--- config.mk ---
export PLATFORM = sky130hd
export DESIGN_NAME = id_stage_pipe
export DESIGN_NICKNAME = d
export VERILOG_FILES = /design/src/rtl/id_stage_pipe.sv
export SDC_FILE = /design/constraint.sdc
export NUM_CORES = 2
export LEC_CHECK = 0
export ABC_AREA = 0
export CAP_MARGIN = 10
export CORE_MARGIN = 2
export CORE_UTILIZATION = 55
export DETAILED_ROUTE_END_ITERATION = 8
export GPL_TIMING_DRIVEN = 0
export PLACE_DENSITY = 0.76
export SLEW_MARGIN = 20
export SYNTH_ARGS = -nofsm -noshare
export SYNTH_HDL_FRONTEND = slang
export SYNTH_SLANG_ARGS = --single-unit
export TNS_END_PERCENT = 50
--- constraint.sdc ---
create_clock -name clk -period 1.84 [get_ports clk]
set_clock_uncertainty 0.2 [all_clocks]
set_input_delay 0.276 -clock clk [delete_from_list [all_inputs] [get_ports clk]]
set_output_delay 0.276 -clock clk [all_outputs]
set_load 0.03 [all_outputs]
--- src/rtl/id_stage_pipe.sv ---
// rtl/id_stage_pipe.sv - pipelined RV32I decode stage with register file and ID/EX register
//
// Optional feature macro: WB_BYPASS_EN (write-back to read-port bypass).
//
// Ports:
//   clk, rst            clock (rising edge), asynchronous active-low reset
//   in_valid/in_ready   IF/ID handshake; in_instr, in_pc carry the instruction
//   wb_en/wb_rd/wb_data register-file write port
//   flush               kill the held instruction and the incoming one
//   out_valid/out_ready ID/EX handshake with back-pressure
//   out_pc, out_rs1_data, out_rs2_data, out_imm, out_rs1, out_rs2, out_rd,
//   out_ctrl, out_illegal  registered decode results
//   stall               load-use hazard active this cycle
module id_stage_pipe #(
   parameter int XLEN     = 32,
   parameter int NUM_REGS = 32
) (
   input  logic            clk,
   input  logic            rst,
   input  logic            in_valid,
   output logic            in_ready,
   input  logic [31:0]     in_instr,
   input  logic [XLEN-1:0] in_pc,
   input  logic            wb_en,
   input  logic [4:0]      wb_rd,
   input  logic [XLEN-1:0] wb_data,
   input  logic            flush,
   output logic            out_valid,
   input  logic            out_ready,
   output logic [XLEN-1:0] out_pc,
   output logic [XLEN-1:0] out_rs1_data,
   output logic [XLEN-1:0] out_rs2_data,
   output logic [XLEN-1:0] out_imm,
   output logic [4:0]      out_rs1,
   output logic [4:0]      out_rs2,
   output logic [4:0]      out_rd,
   output logic [8:0]      out_ctrl,
   output logic            out_illegal,
   output logic            stall
);

   localparam int AW = $clog2(NUM_REGS);

   localparam logic [6:0] OP_R      = 7'b0110011;
   localparam logic [6:0] OP_I_ALU  = 7'b0010011;
   localparam logic [6:0] OP_LOAD   = 7'b0000011;
   localparam logic [6:0] OP_STORE  = 7'b0100011;
   localparam logic [6:0] OP_BRANCH = 7'b1100011;
   localparam logic [6:0] OP_LUI    = 7'b0110111;
   localparam logic [6:0] OP_AUIPC  = 7'b0010111;
   localparam logic [6:0] OP_JAL    = 7'b1101111;
   localparam logic [6:0] OP_JALR   = 7'b1100111;

   // ---------------------------------------------------------------- register file
   logic [XLEN-1:0] rf_q [NUM_REGS];

   // x0 and indices beyond the implemented register count are not storage.
   function automatic logic idx_live(input logic [4:0] idx);
      return (idx != 5'd0) && (int'(idx) < NUM_REGS);
   endfunction

   function automatic logic [XLEN-1:0] rf_read(input logic [4:0] idx);
      logic [XLEN-1:0] r;
      r = '0;
      if (idx_live(idx)) begin
`ifdef WB_BYPASS_EN
         if (wb_en && (wb_rd == idx)) r = wb_data;
         else                         r = rf_q[idx[AW-1:0]];
`else
         r = rf_q[idx[AW-1:0]];
`endif
      end
      return r;
   endfunction

   // Writes are independent of stall, flush and back-pressure.
   always_ff @(posedge clk or negedge rst) begin
      if (!rst) begin
         for (int i = 0; i < NUM_REGS; i++) rf_q[i] <= '0;
      end else if (wb_en && idx_live(wb_rd)) begin
         rf_q[wb_rd[AW-1:0]] <= wb_data;
      end
   end

   // ---------------------------------------------------------------- decode
   logic [6:0]        opcode;
   logic [8:0]        ctrl_d;
   logic              illegal_d;
   logic signed [31:0] imm32;
   logic [XLEN-1:0]   imm_d;
   logic [XLEN-1:0]   rs1_data_d;
   logic [XLEN-1:0]   rs2_data_d;

   assign opcode = in_instr[6:0];

   // ctrl: 0 RegWrite, 1 ALUSrc, 2 MemWrite, 3 MemRead, 4 ResultSrc, 5 Branch, 7:6 ALUOp, 8 Jump
   always_comb begin
      ctrl_d    = '0;
      illegal_d = 1'b0;
      imm32     = '0;
      unique case (opcode)
         OP_R: ctrl_d = 9'h081;
         OP_I_ALU: begin
            ctrl_d = 9'h083;
            imm32  = {{20{in_instr[31]}}, in_instr[31:20]};
         end
         OP_LOAD: begin
            ctrl_d = 9'h01B;
            imm32  = {{20{in_instr[31]}}, in_instr[31:20]};
         end
         OP_STORE: begin
            ctrl_d = 9'h006;
            imm32  = {{20{in_instr[31]}}, in_instr[31:25], in_instr[11:7]};
         end
         OP_BRANCH: begin
            ctrl_d = 9'h060;
            imm32  = {{19{in_instr[31]}}, in_instr[31], in_instr[7],
                      in_instr[30:25], in_instr[11:8], 1'b0};
         end
         OP_LUI, OP_AUIPC: begin
            ctrl_d = 9'h003;
            imm32  = {in_instr[31:12], 12'd0};
         end
         OP_JAL: begin
            ctrl_d = 9'h101;
            imm32  = {{11{in_instr[31]}}, in_instr[31], in_instr[19:12],
                      in_instr[20], in_instr[30:21], 1'b0};
         end
         OP_JALR: begin
            ctrl_d = 9'h103;
            imm32  = {{20{in_instr[31]}}, in_instr[31:20]};
         end
         default: illegal_d = 1'b1;
      endcase
   end

   // Signed source widens with sign extension when XLEN is 64.
   assign imm_d      = XLEN'(imm32);
   assign rs1_data_d = rf_read(in_instr[19:15]);
   assign rs2_data_d = rf_read(in_instr[24:20]);

   // ---------------------------------------------------------------- ID/EX register
   logic            valid_q;
   logic [XLEN-1:0] pc_q, rs1_data_q, rs2_data_q, imm_q;
   logic [4:0]      rs1_q, rs2_q, rd_q;
   logic [8:0]      ctrl_q;
   logic            illegal_q;
   logic            adv;
   logic            hazard;

   assign adv    = !valid_q || out_ready;
   // A load in ID/EX whose destination feeds the incoming instruction.
   assign hazard = in_valid && valid_q && ctrl_q[3] && (rd_q != 5'd0) &&
                   ((rd_q == in_instr[19:15]) || (rd_q == in_instr[24:20]));

   assign stall    = hazard && !flush;
   assign in_ready = rst && (flush || (adv && !hazard));

   always_ff @(posedge clk or negedge rst) begin
      if (!rst) begin
         valid_q    <= 1'b0;
         pc_q       <= '0;
         rs1_data_q <= '0;
         rs2_data_q <= '0;
         imm_q      <= '0;
         rs1_q      <= '0;
         rs2_q      <= '0;
         rd_q       <= '0;
         ctrl_q     <= '0;
         illegal_q  <= 1'b0;
      end else if (flush) begin
         valid_q <= 1'b0;
      end else if (adv && hazard) begin
         valid_q <= 1'b0;
      end else if (adv && in_valid) begin
         valid_q    <= 1'b1;
         pc_q       <= in_pc;
         rs1_data_q <= rs1_data_d;
         rs2_data_q <= rs2_data_d;
         imm_q      <= imm_d;
         rs1_q      <= in_instr[19:15];
         rs2_q      <= in_instr[24:20];
         rd_q       <= in_instr[11:7];
         ctrl_q     <= ctrl_d;
         illegal_q  <= illegal_d;
      end else if (adv) begin
         valid_q <= 1'b0;
      end
   end

   assign out_valid    = valid_q;
   assign out_pc       = pc_q;
   assign out_rs1_data = rs1_data_q;
   assign out_rs2_data = rs2_data_q;
   assign out_imm      = imm_q;
   assign out_rs1      = rs1_q;
   assign out_rs2      = rs2_q;
   assign out_rd       = rd_q;
   assign out_ctrl     = ctrl_q;
   assign out_illegal  = illegal_q;

endmodule

==> results.sh <==
export IMPL_grt_max_degree=149
export IMPL_gp_congestion=1.03
export IMPL_nets=4795
export IMPL_syn_nets=4277
export IMPL_synth_cells=4170
export IMPL_cap_violations=0
export IMPL_core_um2=109000
export IMPL_register_area_um2=29400
export IMPL_mostFrequentLayoutCell="dfrtp_1"
export IMPL_ys_warn_count=0
export IMPL_wl_met2_mm=103
export IMPL_synth_area_per_cell_um2=14.5
export IMPL_hold_slack_ns=-0.631
export IMPL_wl_per_cell_um=38.3
export IMPL_clockBufferDepth=3
export IMPL_wirelength_mm=238
export IMPL_cts_made_buffers=131
export IMPL_drt_vias_per_instance=7.14
export IMPL_initial_core_util=0.555
export IMPL_outcome="finished, violations left"
export IMPL_yosys_area_top_type="dfrtp_1"
export IMPL_synth_cell_type_count=52
export IMPL_cts_sinks=1176
export IMPL_grt_pass1_vias=44174
export IMPL_hp_class="in -> async"
export IMPL_ctsHoldBuffers=45
export IMPL_grt_pass1_wl_mm=327
export IMPL_die_area_um2=112000
export IMPL_io_buffers=258
export IMPL_fin_ws_ns=-0.829
export IMPL_met1_length_mm=83.0
export IMPL_hpwlAfterDp_mm=172
export IMPL_syn_area_um2=60400
export IMPL_leakagePower_nw=32.6
export IMPL_ios=263
export IMPL_routed_top_layer="met5"
export IMPL_period_needed_ns=2.67
export IMPL_grt_overflow=0
export IMPL_critPathKind="reg -> out"
export IMPL_ir_drop_v=0.000875
export IMPL_syn2layout_area_growth_pct=22.4
export IMPL_ys_seq_elements=1176
export IMPL_cp_required_ns=1.36
export IMPL_cp_max_fo=4
export IMPL_max_freq_mhz=375
export IMPL_worstSkewPairLatency_ns=0.78
export IMPL_via_count=44329
export IMPL_fin_util=0.679
export IMPL_cts_max_level=4
export IMPL_mostFrequentLayoutCells="1160 x dfrtp_1, 992 x mux2_2, 403 x mux4_2"
export IMPL_drv_slew=0
export IMPL_cts_root_buf="clkbuf_16"
export IMPL_firstDrtPassIters=6
export IMPL_cts_tree="yes"
export IMPL_grt_usage=0.421
export IMPL_r2r_cells=8
export IMPL_ant_nets=0
export IMPL_wl_met3_mm=27.0
export IMPL_relSlewSlack=0.113
export IMPL_nFillCells=7537
export IMPL_yosys_top_cells_area="dfrtp_1 49%, mux2_2 19%, mux4_2 15%"
export IMPL_drc_errors=0
export IMPL_end_kind="output port"
export IMPL_synth_ff_type="dfrtp_1"
export IMPL_setup_viol=665
export IMPL_die_w_um=335
export IMPL_layout_drive_gt1_share=0.516
export IMPL_synth_edff_count=0
export IMPL_drt_iter0_markers=6005
export IMPL_multi_input_area_um2=30700
export IMPL_pwr_density_cell_nw_per_um2=1100
export IMPL_post_place_ws_ns=-2.94
export IMPL_fin_crit_sh=1.45
export IMPL_ys_seq_area_frac=0.487
export IMPL_critPathArrivalTime_ns=2.19
export IMPL_total_power_w=0.0810
export IMPL_die_h_um=335
export IMPL_clk_pin_slew_worst_paths_ns=0.06
export IMPL_tightestPinTransition_ns=1.33
export IMPL_synth_top_area_share=0.487
export IMPL_synthArstFlopShare=1.00
export IMPL_num_rows=121
export IMPL_hold_viol=290
export IMPL_violations="hold timing, setup timing"
export IMPL_crit_path_start_kind="flip-flop"
export IMPL_antenna_found_initial=8
export IMPL_rsz0062_at_grt="true"
repair_timing:
| action | in CTS | in global routing |
|---|---|---|
| endpoints found under the hold margin | 334 | 289 |
| gates cloned | 8 | 12 |
| buffers inserted | 44 | 19 |
| resized for setup | 1183 | 379 |
| endpoints found under the setup margin | 1272 | 1260 |
| pin swaps | 28 | 60 |
final cells by class:
cell class              instances  share of cell area
well taps                    1414              0.0240
clock inverters                39             0.00590
diodes                          6            0.000203
repair buffers                392              0.0547
clock buffers                 198              0.0523
inverters                       4            0.000203
flip-flops and latches       1176               0.399
plain buffers                 449              0.0487
multi-input cells            2534               0.415
through the flow:
stage               TNS (ns)  cells  instance area (um2)
global placement           -   5842                65500
detailed placement  -1723.28   5851                65800
floorplan             -43.54   4170                61100
finish                -93.11   6212                73900
CTS                  -171.79   6182                72700
global route          -86.02   6208                73900
routing by layer:
metal	global-route usage	vias up
li1	-	17107
met1	0.523	23263
met2	0.604	3144
met3	0.114	811
met4	0.375	4
met5	0	-
Yosys cell counts, drive strengths merged (20+ instances only):
master / instances
o22ai: 68
clkbuf: 269
mux2i: 350
nand2b: 28
dfrtp: 1176
a22oi: 20
a221oi: 118
nand2: 107
mux4: 403
o21ai: 106
nor2: 49
a21oi: 68
buf: 187
mux2: 1038
worst max-delay path, cell delays in order (launching register included):
cell and delay, ns:
dfrtp_2 0.46, xnor2_1 0.20, nand3_1 0.12, o22ai_2 0.17, nand2_2 0.13, a21oi_2 0.15
nor2b_2 0.06, buf_6 0.13
sequential cells by signal, summed over array words and instances, names as in the netlist:
register,cells
rf_q,1024
out_rs2_data,32
out_rs2,5
out_pc,32
out_rd,5
out_valid,1
out_rs1,5
out_ctrl,7
out_rs1_data,32
out_illegal,1
out_imm,32
power breakdown:
| part | internal (W) | switching [W] | leakage (nW) |
|---|---|---|---|
| clock | 0.0154 | 0.0113 | 2.11 |
| sequential | 0.0307 | 0.00382 | 15.1 |
| combinational | 0.00987 | 0.00986 | 15.4 |
| total | 0.0560 | 0.0250 | 32.6 |
path summary, 6_finish.rpt:
| path | slack (ns) | startpoint | end |
|---|---|---|---|
| worst max-delay path | -0.83 | out_rd[2] | in_ready |
| worst min-delay path | -0.63 | rst | rf_q[215] |
| worst max register to register | -0.44 | out_rd[2] | out_pc[13] |
| worst min register to register | 0.28 | rf_q[1021] | rf_q[1021] |
| max in group asynchronous | 0.28 | rst | rf_q[649] |
| min in group clk | 0 | in_instr[27] | out_imm[7] |
cell families after synthesis:
group / after synthesis / share of synthesized area
AOI/OAI and AO/OA: 486 / 0.0560
xor gates and xnor gates: 10 / 0.00145
buffers and inverters: 460 / 0.0342
DFF: 1176 / 0.487
muxes: 1791 / 0.402
and+or+nand+nor: 247 / 0.0188
Note: power is estimated with default switching activity, not from simulation.
